**config.mk**
```make
export PLATFORM = sky130hd
export DESIGN_NAME = acc_sm_enc
export DESIGN_NICKNAME = d
export VERILOG_FILES = /design/src/rtl/mac_pkg.sv /design/src/rtl/tc2sm.sv /design/src/rtl/acc_sm_enc.sv
export SDC_FILE = /design/constraint.sdc
export NUM_CORES = 1
export LEC_CHECK = 0
export CAP_MARGIN = 15
export CELL_PAD_IN_SITES_DETAIL_PLACEMENT = 0
export CELL_PAD_IN_SITES_GLOBAL_PLACEMENT = 1
export CORE_MARGIN = 2
export CORE_UTILIZATION = 30
export CTS_CLUSTER_DIAMETER = 50
export DETAILED_ROUTE_END_ITERATION = 12
export PLACE_DENSITY = 0.65
export SLEW_MARGIN = 20
export SYNTH_ARGS = -nofsm -noshare
export SYNTH_HDL_FRONTEND = slang
export SYNTH_SLANG_ARGS = --single-unit
```
**constraint.sdc**
```tcl
create_clock -name clk -period 8.9 [get_ports clk]
set_clock_uncertainty 0.1 [all_clocks]
set_input_delay 1.335 -clock clk [delete_from_list [all_inputs] [get_ports clk]]
set_output_delay 1.335 -clock clk [all_outputs]
set_load 0.01 [all_outputs]
```
**src/rtl/mac_pkg.sv**
```systemverilog
// rtl/mac_pkg.sv - shared state type, shift width and saturating add for the MAC return path
package mac_pkg;

  typedef enum logic [1:0] {
    ACCUM  = 2'd0,
    CONV   = 2'd1,
    OUTPUT = 2'd2
  } acc_state_e;

  localparam int SHIFT_W = 5;

  // Adds two sign-extended operands and clamps the sum to a w-bit signed range (w <= 62).
  function automatic logic signed [63:0] sat_add(input logic signed [63:0] a,
                                                 input logic signed [63:0] b,
                                                 input int w);
    logic signed [63:0] sum;
    logic signed [63:0] hi;
    logic signed [63:0] lo;
    sum = a + b;
    hi  = (64'sd1 <<< (w - 1)) - 64'sd1;
    lo  = -(64'sd1 <<< (w - 1));
    if (sum > hi)
      return hi;
    else if (sum < lo)
      return lo;
    else
      return sum;
  endfunction

endpackage

```
**src/rtl/tc2sm.sv**
```systemverilog
// rtl/tc2sm.sv - combinational round-half-up shift, abs and clip to sign-magnitude
module tc2sm
  import mac_pkg::*;
#(
  parameter int DW   = 8,
  parameter int ACCW = 24
) (
  input  logic signed [ACCW-1:0]  acc,
  input  logic        [SHIFT_W-1:0] shift,
  output logic        [DW-1:0]    mag,
  output logic                    sign,
  output logic                    sat
);

  localparam logic [ACCW:0] MAX_MAG = (ACCW+1)'((1 << DW) - 1);

  logic signed [ACCW:0] wide;
  logic signed [ACCW:0] rnd;
  logic signed [ACCW:0] r;
  logic        [ACCW:0] m;

  // One extra bit keeps the rounding add and the abs of the most negative value exact.
  always_comb begin
    wide = (ACCW+1)'(acc);
    rnd  = '0;
    if (shift != '0)
      rnd = (ACCW+1)'(1) <<< (shift - 1'b1);
    r    = (wide + rnd) >>> shift;
    sign = r[ACCW];
    m    = sign ? $unsigned(-r) : $unsigned(r);
    sat  = (m > MAX_MAG);
    mag  = sat ? '1 : m[DW-1:0];
  end

endmodule

```
**src/rtl/acc_sm_enc.sv**
```systemverilog
// rtl/acc_sm_enc.sv - group accumulator with requantised sign-magnitude output; MAC_ACC_SAT_EN enables saturating accumulation
module acc_sm_enc
  import mac_pkg::*;
#(
  parameter int DW   = 8,
  parameter int ACCW = 24
) (
  input  logic                 clk,
  input  logic                 rst,
  input  logic                 in_valid,
  output logic                 in_ready,
  input  logic signed [2*DW:0] in_data,
  input  logic                 in_last,
  input  logic [SHIFT_W-1:0]   cfg_shift,
  output logic                 out_valid,
  input  logic                 out_ready,
  output logic [DW-1:0]        out_mag,
  output logic                 out_sign,
  output logic                 out_sat
);

  acc_state_e             state;
  logic signed [ACCW-1:0] acc;
  logic signed [ACCW-1:0] acc_next;
  logic [SHIFT_W-1:0]     shift_q;
  logic [SHIFT_W-1:0]     shift_clamped;
  logic                   sat_flag;
  logic                   sat_next;
  logic [DW-1:0]          conv_mag;
  logic                   conv_sign;
  logic                   conv_sat;

`ifdef MAC_ACC_SAT_EN
  logic signed [63:0] acc_w;
  logic signed [63:0] data_w;
  logic signed [63:0] sum_w;

  always_comb begin
    acc_w    = 64'(acc);
    data_w   = 64'(in_data);
    sum_w    = sat_add(acc_w, data_w, ACCW);
    acc_next = sum_w[ACCW-1:0];
    sat_next = sat_flag | (sum_w != (acc_w + data_w));
  end
`else
  always_comb begin
    acc_next = acc + ACCW'(in_data);
    sat_next = 1'b0;
  end
`endif

  always_comb begin
    shift_clamped = cfg_shift;
    if (int'(cfg_shift) >= ACCW)
      shift_clamped = SHIFT_W'(ACCW - 1);
  end

  tc2sm #(
    .DW   (DW),
    .ACCW (ACCW)
  ) u_tc2sm (
    .acc   (acc),
    .shift (shift_q),
    .mag   (conv_mag),
    .sign  (conv_sign),
    .sat   (conv_sat)
  );

  // in_ready is high only in ACCUM, so a transfer there is simply in_valid.
  always_ff @(posedge clk) begin
    if (rst) begin
      state     <= ACCUM;
      acc       <= '0;
      shift_q   <= '0;
      sat_flag  <= 1'b0;
      in_ready  <= 1'b1;
      out_valid <= 1'b0;
      out_mag   <= '0;
      out_sign  <= 1'b0;
      out_sat   <= 1'b0;
    end else begin
      case (state)
        ACCUM: begin
          if (in_valid) begin
            acc      <= acc_next;
            sat_flag <= sat_next;
            if (in_last) begin
              shift_q  <= shift_clamped;
              in_ready <= 1'b0;
              state    <= CONV;
            end
          end
        end
        CONV: begin
          out_mag   <= conv_mag;
          out_sign  <= conv_sign;
          out_sat   <= conv_sat | sat_flag;
          out_valid <= 1'b1;
          state     <= OUTPUT;
        end
        OUTPUT: begin
          if (out_ready) begin
            out_valid <= 1'b0;
            acc       <= '0;
            sat_flag  <= 1'b0;
            in_ready  <= 1'b1;
            state     <= ACCUM;
          end
        end
        default: state <= ACCUM;
      endcase
    end
  end

endmodule
```
# Word-level counts from Yosys, hierarchy flattened
# Cells that the tools add are included.
[classes]
reduce_logical = 9
eq_ne = 5
magnitude_cmp = 2
mul = 0
n_addsub = 4
div = 0
bitwise = 1
shift = 2
muxes = 19
[op_table]
columns = ["op", "n"]
rows = [
  ["$mux W25", 2],
  ["$mux W24", 2],
  ["$pmux W24 S2", 1],
  ["$add A24 B25 Y25", 1],
  ["$gt A25 B8 Y1 const B", 1],
  ["$neg A25 Y25", 1],
  ["$sshl A2 B5 Y25 const A", 1],
  ["$sshr A25 B5 Y25", 1],
  ["$add A24 B17 Y24", 1],
  ["$reduce_and A3 Y1", 3],
  ["$mux W8", 1],
  ["$mux W2", 3],
  ["$ne A2 B2 Y1 const B", 3],
  ["$pmux W1 S2", 3],
  ["$pmux W2 S3", 1],
  ["$ge A5 B5 Y1 const B", 1],
  ["$mux W1", 5],
  ["$mux W5", 1],
  ["$reduce_bool A5 Y1", 1],
  ["$sub A5 B1 Y5 const B", 1],
  ["$reduce_and A4 Y1", 1],
  ["$reduce_bool A2 Y1", 2],
  ["$eq A2 B1 Y1 const B", 1],
  ["$eq A2 B2 Y1 const B", 1],
  ["3 further kinds", 3],
]
[word_totals]
mem_bits_rw = 0
reg_bits = 44
memories = 0
inputBits = 27
romBits = 0
latch_bits = 0

# Longest topological paths before layout
# Gate-level depths: netlist of the first run.
[depth]
ltp_word = 9
depth_mapped = 28
mapped_depth_nobuf = 26

# Modules after synthesis
# A second synthesis of the first run with hierarchy kept.
[hier_totals]
hier_cells = 1182
hier_area_um2 = 8154.1
[modules_own_cells]
columns = ["module", "area_each_um2", "n_inst", "cells_each"]
rows = [
  ["tc2sm", 5371.4, 1, 837],
  ["acc_sm_enc", 2782.7, 1, 345],
]

# Worst setup path before layout of the first run
# OpenSTA, ideal clock, no wires.
[synth_path]
path_kind = "flip-flop to flip-flop"
start = "register shift_q[2]"
end = "register out_mag[0]"
period_less_slack_ns = 6.729
path_slack_ns = 2.171
path_stages_with_launch = 25
t_required_ns = 8.653
arrival_time_ns = 6.482
cell_sequence = "dfxtp_1 -> inv_1 -> clkbuf_1 -> buf_1 -> clkbuf_1 -> ha_1 -> clkbuf_1 -> nor3_1 -> ha_1 -> clkbuf_1 -> o21a_1 -> or2_2 -> a31oi_1 -> a21oi_1 -> and3_1 -> mux2_2 -> a22oi_1 -> a21oi_1 -> a221o_1 -> o31a_1 -> o31a_1 -> a2111o_1 -> a2111o_1 -> nor4_4 -> a311oi_1"
[synth_via]
elab_chain_len = 9
elab_cells_between_ends = 10
classes_between = "add/sub (3); order compare (1); shift (2); mux (3); reduce/logical (1)"
[synth_rtl]
columns = ["element", "line_no", "source"]
rows = [
  ["start, declared", "acc_sm_enc.sv:25", "logic [SHIFT_W-1:0] shift_q;"],
  ["start signal, assigned", "acc_sm_enc.sv:88", "shift_q <= shift_clamped;"],
  ["$sub A5 B1 Y5", "tc2sm.sv:27", "rnd = (ACCW+1)'(1) <<< (shift - 1'b1);"],
  ["$sshl A2 B5 Y25", "tc2sm.sv:27", ""],
  ["$mux W25", "tc2sm.sv:26", "if (shift != '0)"],
  ["$add A24 B25 Y25", "tc2sm.sv:28", "r = (wide + rnd) >>> shift;"],
  ["$sshr A25 B5 Y25 (*)", "tc2sm.sv:28", ""],
  ["$neg A25 Y25", "tc2sm.sv:30", "m = sign ? $unsigned(-r) : $unsigned(r);"],
  ["$mux W25 (*)", "tc2sm.sv:30", ""],
  ["$gt A25 B8 Y1", "tc2sm.sv:31", "sat = (m > MAX_MAG);"],
  ["$mux W8 (*)", "tc2sm.sv:32", "mag = sat ? '1 : m[DW-1:0];"],
  ["end signal, assigned", "acc_sm_enc.sv:95", "out_mag <= conv_mag;"],
  ["end, declared", "acc_sm_enc.sv:17", "output logic [DW-1:0] out_mag,"],
]
# Every way passes the cells marked *; elsewhere a longest branch is shown, timed or not.
# A chain may end at the register's enable or synchronous reset.

# Worst setup path in the final report of the first run
[layout_path]
start = "register shift_q[1]"
end = "register out_mag[1]"
# The elaborated chain is that of the path after synthesis.

==> results of run 1 <==
==> routing by layer <==
metal / global-route usage (%) / share of wire, % / wire (um) / vias up
met5: 0 / 0.059 / 15 / -
met4: 4.67 / 2.2 / 548 / 2
met3: 2.87 / 6.1 / 1540 / 51
met2: 30.8 / 45 / 11300 / 304
met1: 27.5 / 47 / 11900 / 3567
li1: - / - / - / 3779
==> worst paths after layout <==
check              from          to
min            out_sign    out_sign
max          shift_q[1]  out_mag[1]
max reg2reg  shift_q[1]  out_mag[1]
min reg2reg    out_sign    out_sign
==> cells in the final DEF, fill, tap and decap left out, drive strengths merged, types with 8 or more instances in the layout <==
cell type      synthesis  final
o21ai                 58     58
ha                    50     50
nor2                 118    118
and2                  14     14
buf                   13     13
a211oi                22     22
nand3                 24     24
nand4                 10     10
a22oi                 27     27
or2                   14     14
nor2b                 12     12
o21a                  17     17
dfxtp                 43     43
xnor2                 26     26
a21oi                 59     59
nor3                  30     30
nand2                 77     77
a21o                  18     18
a211o                 11     11
mux4                  11     11
a31oi                 10     10
o211ai                13     13
xor2                  15     15
a311oi                10     10
nand2b                18     18
mux2i                 11     11
and3                  14     14
a221o                  8      8
o31ai                 12     12
clkdlybuf4s50          0     38
inv                   22     22
==> metrics by stage <==
stage	power (mW)	cell area, um^2	hold WS (ps)	worst slack (ps)
2_1_floorplan	0.725	7210	381	2170
4_1_cts	1.10	7990	362	951
5_1_grt	1.17	7990	379	326
6_report	1.10	7990	356	841
3_5_place_dp	0.903	7850	353	993
3_3_place_gp	0.904	7850	349	1200
==> logic make-up (layout without fill, tap and decap cells) <==
| logic type | Yosys count | after routing | share of synthesized area (%) |
|---|---|---|---|
| mux | 26 | 26 | 5.59 |
| flops | 43 | 43 | 11.9 |
| compound gates | 360 | 360 | 36.6 |
| xor+xnor | 44 | 44 | 5.92 |
| buf+inv | 84 | 82 | 4.55 |
| simple gates | 372 | 372 | 26.2 |
| fa+ha+maj | 52 | 52 | 9.24 |
==> flip-flops by register name, indices dropped and copies added, names as in the netlist <==
| signal | count |
|---|---|
| acc | 24 |
| in_ready | 1 |
| out_mag | 8 |
| out_sat | 1 |
| out_sign | 1 |
| out_valid | 1 |
| shift_q | 5 |
| state | 2 |
==> power by group <==
| part | switching (mW) | internal (mW) | total (mW) | leakage [nW] |
|---|---|---|---|---|
| Clock | 0.0840 | 0.104 | 0.188 | 0.0669 |
| Combinational | 0.411 | 0.272 | 0.683 | 2.65 |
| Sequential | 0.0172 | 0.211 | 0.228 | 0.353 |
==> final cells by class <==
type                    count  area [um^2]  share of cell area (%)
clock buffers               6          129                    1.61
clock inverters             2         12.5                   0.157
inverters                  23         86.3                    1.08
multi-input cells         854         6020                    75.4
flip-flops and latches     43          861                    10.8
well taps                 319          399                    5.00
repair buffers             51          478                    5.98
==> worst max-delay path: cells and delay by family (launching register included) <==
kind            cells  cell delay [ps]
simple gates        9             2400
fa+ha+maj           4             1630
mux                 2              810
flops               1              330
buf+inv             4              590
compound gates      6             2040
==> out/summary.txt, run 1 <==
critical path peak fanout: 13
Post-synth EDFFs: 0
Nets: 1057
CTS tree: built
routability cong.: 0.920
Setup-failing EPs final: 0
Crit Path Class: reg2reg
# rows: 56
library cells used by synthesis: 91
post-synthesis sequential area ratio: 11.9%
Inst Count DP: 1290
Max clock buf depth: 2
H-tree levels: 2
most frequent cell after synthesis: nor2_1
CP max-delay cell: ha_1
clk_lat worst skew: 300 ps
top cell type's share of synthesized area: 11.9%
Max Cap Violations: 0
Post-CTS Resized: 0
Via density: 5.93
async set or reset register ratio after synthesis: 0%
CTS Root Cell: clkbuf_16
initial drt markers: 714
Reg2Reg Setup Slack: 840 ps
fill cell count: 2590
layout cells sized above 1: 7.87%
TritonCTS Sinks: 43
Worst R2R Path Depth: 25
drc violations: 0
setup tns final: 0 ps
FMAX: 124 MHz
Syn Std Cell Area: 7210 um^2
final period demand of the worst path: 8060 ps
most frequent cells after synthesis: nor2_1, nand2_1, a21oi_1, o21ai_0, ha_1
setup repair after global routing missed its margin: no
Die Area: 25300 um^2
DRT antenna net count: 0
ys flop type: dfxtp_1
Crit path required time: 8950 ps
vias in the first global route: 7066
final WL: 25.3 mm
final worst path period share: 90.6%
crit start category: flop
first-pass GRT wire length: 39.9 mm
Mapped Cells: 981
Syn Nets: 1060
final std cells w/o fill: 1298
input/output buffers: 38
Synth area leaders: dfxtp_1, ha_1, nor2_1
total grt overflow: 0
maximum VDD drop: 63.4 uV
run status: complete, no violations
Clock Pin Slew Worst Setup and Hold Paths: 60 ps
Die W: 159 um
Max stage delay on crit path: 700 ps
initial antenna violation count: 1
Worst Hold Class: reg2reg
WL per Instance: 19.5 um
max_slew headroom: 41.1%
hold path depth: 2
Finished Core Util: 33.9%
Synth Area per Inst: 7.35 um^2
final hold vios: 0
Core Box Area: 23500 um^2
DR vias: 7703
Die Ht: 159 um
Pre-antenna DRT Iters: 6
Final HPWL DP: 19.6 mm
largest net degree at the start of global routing: 45
synthesis-stage register bit count: 43
largest area contributor in the netlist: dfxtp_1
power per cell area: 138 nW/um^2
Initial Utilization: 30.6%
cts hold-fix bufs: 0
GRT Overall Usage: 19.4%
Antenna diodes: 0
post-CTS setup buffers: 0
pins over their slew limit: 0
Synth Warn #: 0
Layout area overhead: 10.8%
TritonCTS buffer count: 5
Crit path arrival time: 8110 ps
Crit. End Element: flop
Static Leak: 3.07 nW
I/O pin count: 39
Worst Max-Slew Pin Slew: 861 ps
Power figures use the tool's default switching activity.
==> run 2: changes to the inputs <==
--- a/config.mk
+++ b/config.mk
@@ -12,6 +12,7 @@
 export CORE_UTILIZATION = 30
 export CTS_CLUSTER_DIAMETER = 50
 export DETAILED_ROUTE_END_ITERATION = 12
+export GPL_TIMING_DRIVEN = 0
 export PLACE_DENSITY = 0.65
 export SLEW_MARGIN = 20
 export SYNTH_ARGS = -nofsm -noshare
==> run 2 against run 1 <==
First-iteration DRC count down 11%. Clock power up 17%. Register-to-register slack worse by 400 ps. Non-clock buffer count up 47. Highest routed layer is now met4. Final cell count up 3.6%. Largest power group unchanged. Sequential share of layout area down 0.27 points. Global-route usage up 2.0 points.
==> out/summary.txt, run 2 (same netlist as run 1, synthesis figures left out) <==
vias in the first global route: 7491 (+6.0%)
run status: complete, no violations
Nets: 1104 (+4.4%)
routability cong.: 0.957 (+4.1%)
Antenna diodes: 0 (unchanged)
commonest non-fill, non-tap cell in the layout: nor2_1
Max stage delay on crit path: 570 ps (-130 ps)
Static Leak: 3.12 nW (+1.8%)
setup slack after layout: 442 ps (-399 ps)
Clock Pin Slew Worst Setup and Hold Paths: 70 ps (about the same)
first-pass GRT wire length: 43.4 mm (+8.7%)
total grt overflow: 0 (unchanged)
TritonCTS Sinks: 43 (unchanged)
DP Worst Slack: -460 ps (-1450 ps)
DRT antenna net count: 0 (unchanged)
critical path peak fanout: 10 (-3)
register area: 862 um^2 (+0.15%)
H-tree levels: 2 (unchanged)
GRT Overall Usage: 21.4% (+2.0 points)
Max clock buf depth: 2 (unchanged)
final period demand of the worst path: 8460 ps (+399 ps)
# rows: 56 (unchanged)
layout cells sized above 1: 7.70% (-0.17 points)
setup repair after global routing missed its margin: no
fill cell count: 2554 (-1.4%)
DR vias: 8042 (+4.4%)
area of the multi-input gates: 6060 um^2 (+0.60%)
Final HPWL DP: 21.9 mm (+12%)
initial antenna violation count: 0 (-1)
Crit Path Class: reg2reg
final WL: 27.6 mm (+9.4%)
Max Cap Violations: 0 (unchanged)
Crit. End Element: flop
Layout area overhead: 13.8%
CP max-delay cell: mux4_2
Via density: 5.98 (+0.75%)
largest net degree at the start of global routing: 15 (-67%)
Hold Slack: 364 ps (+8.00 ps)
Initial Utilization: 30.6% (unchanged)
power per cell area: 140 nW/um^2 (+2.0%)
CTS Root Cell: clkbuf_16
cts hold-fix bufs: 0 (unchanged)
crit start category: flop
drc violations: 0 (unchanged)
max_slew headroom: 31.1% (-10 points)
Core Box Area: 23500 um^2 (unchanged)
WL per Instance: 20.6 um (+5.6%)
I/O pin count: 39 (unchanged)
maximum VDD drop: 64.0 uV (+1.0%)
Die Ht: 159 um (unchanged)
final hold vios: 0 (unchanged)
Die W: 159 um (unchanged)
commonest cells after routing, fill and taps aside: nor2_1, nand2_1, a21oi_1, o21ai_0, ha_1
FMAX: 118 MHz (-4.7%)
Worst Max-Slew Pin Slew: 1020 ps (+160 ps)
clk_lat worst skew: 300 ps (about the same)
Worst Hold Class: reg2reg
Regs by FF count: acc x24, out_mag x8, shift_q x5
Crit path arrival time: 8510 ps (+400 ps)
Die Area: 25300 um^2 (unchanged)
final worst path period share: 95.0% (+4.5 points)
initial drt markers: 639 (-11%)
input/output buffers: 37 (-2.6%)
largest register by flop count: acc
CTS tree: built
Setup-failing EPs final: 0 (unchanged)
TritonCTS buffer count: 5 (unchanged)
pins over their slew limit: 0 (unchanged)
max FFs per register: 24 (unchanged)
Crit path required time: 8950 ps (about the same)
Pre-antenna DRT Iters: 5 (-1)
-- run 2: changes by cell type in the layout (fill, tap and decap cells not counted), moves of 2 or more --
cell      change
clkbuf_1     +42
buf_1        +10
buf_4        -10
clkbuf_2      +3
a31oi_1       -2
a31oi_2       +2
-- run 2: area by class of cell --
class | count | area share (%)
buffer | 59 | 2.90
clock buffer | 5 | 1.53
clock inverter | 3 | 0.534
inverter | 23 | 1.10
multi-input combinational | 854 | 73.9
sequential | 43 | 10.5
tap | 319 | 4.87
timing repair buffer | 39 | 4.70
-- run 2: critical path, delay by kind of cell, from the launching register on --
kind	cells	cell delay [ps]
muxes	2	810
AOI/OAI and AO/OA	10	2860
buffers and inverters	6	1990
DFF	1	320
and+or+nand+nor	5	1590
adders and majority gates	2	600
-- run 2: metrics by stage --
step	utilization, %	power, mW	instance area (um^2)	TNS (ps)	instances
after floorplan	-	0.725	7210	0	981
after CTS	34.7	1.14	8170	0	1345
after detailed placement	33.9	0.912	7980	-4060	1337
after global routing	34.8	1.23	8200	0	1345
after global placement	33.9	0.914	7980	-4550	1337
final	34.8	1.15	8200	0	1345
-- run 2: power by group --
part / switching (mW) / total (mW) / internal, mW
logic: 0.430 / 0.703 / 0.273
clock network: 0.0875 / 0.220 / 0.133
registers: 0.0176 / 0.229 / 0.211
-- run 2: layer usage --
| metal | share of wire (%) | global-route usage, % | wire length, um | vias to the layer above |
|---|---|---|---|---|
| li1 | - | - | - | 3878 |
| met1 | 46 | 29.5 | 12800 | 3809 |
| met2 | 44 | 33.8 | 12100 | 305 |
| met3 | 7.3 | 4.61 | 2020 | 50 |
| met4 | 2.6 | 5.87 | 728 | 0 |
| met5 | 0 | 0 | 0 | - |
-- run 2: what timing repair did --
| item | 4_1_cts | 5_1_grt |
|---|---|---|
| endpoints found under the setup margin | 9 | 9 |
| resized for setup | 4 | 8 |
| buffers inserted | 0 | 2 |
| pin swaps | 0 | 1 |
-- run 2: worst paths after layout --
path | startpoint | to | slack [ps] | depth (start not counted)
worst min-delay path | out_sign | out_sign | 360 | 2
worst min register to register | out_sign | out_sign | 360 | 2
worst max register to register | shift_q[1] | out_mag[2] | 440 | 25
worst max-delay path | shift_q[1] | out_mag[2] | 440 | 25
==> run 3: changes to the inputs <==
--- a/config.mk
+++ b/config.mk
@@ -9,11 +9,10 @@
 export CELL_PAD_IN_SITES_DETAIL_PLACEMENT = 0
 export CELL_PAD_IN_SITES_GLOBAL_PLACEMENT = 1
 export CORE_MARGIN = 2
-export CORE_UTILIZATION = 30
-export CTS_CLUSTER_DIAMETER = 50
+export CORE_UTILIZATION = 40
 export DETAILED_ROUTE_END_ITERATION = 12
 export GPL_TIMING_DRIVEN = 0
-export PLACE_DENSITY = 0.65
+export PLACE_DENSITY = 0.8
 export SLEW_MARGIN = 20
 export SYNTH_ARGS = -nofsm -noshare
 export SYNTH_HDL_FRONTEND = slang
==> run 3 against run 2 <==
Sequential power is essentially flat. Fmax grew 1.9%. Clock power grew 13%. Final area shrank 1.3%. Final cell count shrank 6.7%. Flip-flop and latch count is the same. Non-clock buffer count is the same. First-iteration DRC count grew 44%.
==> out/summary.txt, run 3 (same netlist as run 1, synthesis figures left out) <==
Finished Core Util: 45.4% (+11 points)
Worst Max-Slew Pin Slew: 850 ps (-171 ps)
input/output buffers: 37 (unchanged)
Regs by FF count: acc x24, out_mag x8, shift_q x5
routability cong.: 1.02 (+6.6%)
DP Worst Slack: -183 ps (+277 ps)
TritonCTS Sinks: 43 (unchanged)
cts hold-fix bufs: 0 (unchanged)
Hold Crit Start: out_sign
Crit. End Element: flop
Final Power: 1.17 mW (+1.7%)
CTS Root Cell: clkbuf_16
Layout area overhead: 12.3%
Die W: 138 um (-13%)
Core Box Area: 17800 um^2 (-24%)
setup slack after layout: 598 ps (+156 ps)
initial antenna violation count: 0 (unchanged)
commonest cells after routing, fill and taps aside: nor2_1, nand2_1, a21oi_1, o21ai_0, ha_1
final worst path period share: 93.3% (-1.8 points)
final WL: 26.2 mm (-5.2%)
fill cell count: 1861 (-27%)
pins over their slew limit: 0 (unchanged)
WL per Instance: 20.9 um (+1.6%)
largest register by flop count: acc
final std cells w/o fill: 1255 (-6.7%)
Final HPWL DP: 20.9 mm (-5.0%)
max FFs per register: 24 (unchanged)
run status: complete, no violations
layout cells sized above 1: 7.41% (-0.29 points)
drc violations: 0 (unchanged)
clk_lat worst skew: 310 ps (about the same)
Clock Pin Slew Worst Setup and Hold Paths: 60 ps (about the same)
TritonCTS buffer count: 5 (unchanged)
Max Cap Violations: 0 (unchanged)
DR vias: 8114 (+0.90%)
CTS tree: built
H-tree levels: 2 (unchanged)
Crit Path Class: reg2reg
Static Leak: 3.13 nW (+0.30%)
initial drt markers: 920 (+44%)
Die Area: 19100 um^2 (-24%)
Die Ht: 138 um (-13%)
setup tns final: 0 ps (unchanged)
Crit path required time: 8960 ps (about the same)
Inst Count DP: 1247 (-6.7%)
met1 wire length: 12.0 mm (-6.3%)
GRT Overall Usage: 26.8% (+5.4 points)
# rows: 49 (-13%)
Initial Utilization: 40.4% (+9.8 points)
vias in the first global route: 7655 (+2.2%)
r2r startpoint: shift_q[1]
met3 WL: 2.01 mm (-0.35%)
wire length on met2: 11.5 mm (-5.4%)
DRT antenna net count: 0 (unchanged)
FMAX: 120 MHz (+1.9%)
total grt overflow: 0 (unchanged)
Max clock buf depth: 2 (unchanged)
max_slew headroom: 41.8% (+11 points)
Crit path arrival time: 8360 ps (-150 ps)
Worst setup startpoint: shift_q[1]
largest net degree at the start of global routing: 14 (-1)
crit start category: flop
Pre-antenna DRT Iters: 7 (+2)
Worst Hold Class: reg2reg
Via density: 6.47 (+8.1%)
power per cell area: 145 nW/um^2 (+3.0%)
commonest non-fill, non-tap cell in the layout: nor2_1
Antenna diodes: 0 (unchanged)
Nets: 1104 (unchanged)
final period demand of the worst path: 8300 ps (-156 ps)
I/O pin count: 39 (unchanged)
final hold vios: 0 (unchanged)
uppermost layer routed: met4
critical path peak fanout: 11 (+1)
first-pass GRT wire length: 41.8 mm (-3.6%)
setup repair after global routing missed its margin: no
Setup-failing EPs final: 0 (unchanged)
maximum VDD drop: 76.5 uV (+20%)
==> run 3: cell count changes in the layout (fill, tap and decap cells not counted), sizes merged <==
cell      delta
clkinvlp     -1
bufinv       +1
buf          -1
clkinv       -1
clkbuf       +2
==> run 3: path summary, 6_finish.rpt <==
kind | to | cells past startpoint | slack, ps
worst max-delay path | out_mag[6] | 27 | 600
worst min-delay path | out_sign | 2 | 350
worst max register to register | out_mag[6] | 27 | 600
worst min register to register | out_sign | 2 | 350
==> run 3: final cells by class <==
class                           instances  area [um^2]  area share [%]
Tap cell                              229          287            3.54
Timing Repair Buffer                   38          378            4.67
Sequential cell                        43          862            10.6
Clock inverter                          2         60.1           0.742
Buffer                                 60          243            3.00
Inverter                               23         86.3            1.07
Multi-Input combinational cell        854         6050            74.7
Clock buffer                            6          129            1.59
==> run 3: layer usage <==
metal  vias up  GRT usage [%]
li1       3870              -
met1      3840           37.5
met2       344           42.1
met3        60           4.81
met4         0           8.54
met5         -              0
==> run 3: where the power goes <==
group          leakage, nW  switching (mW)  internal (mW)
Combinational         2.69           0.421          0.273
Clock               0.0911          0.0871          0.161
Sequential           0.353          0.0169          0.211
Total                 3.13           0.525          0.645
==> run 3: timing repair <==
action                     4_1_cts  5_1_grt
setup endpoints to repair        9        9
pin swaps                        0        1
setup buffers                    0        1
gates resized for setup          3        9
==> run 3: worst max-delay path, cell delays in order (launching register included) <==
cell      delay, ps
dfxtp_1         310
clkbuf_1        340
inv_1           170
nand2_1         280
clkinv_1        440
ha_1            500
clkbuf_2        270
nor3_1          240
ha_1            300
clkbuf_1        250
a21oi_1         330
o21ai_0         180
a211oi_2        530
a211oi_1        170
o211ai_1        440
mux2i_1         200
mux4_2          540
a211oi_1        320
a31oi_2         160
ha_1            300
nor4b_2         170
inv_1           170
o31ai_1          90
a2111o_1        450
a2111o_1        430
nor4_4          140
buf_4           210
a311oi_1         90
==> run 3: stage by stage <==
step           hold WS (ps)  instance area, um^2
2_1_floorplan           381                 7210
3_3_place_gp            348                 7860
4_1_cts                 355                 8070
3_5_place_dp            346                 7860
5_1_grt                 376                 8100
6_report                352                 8100
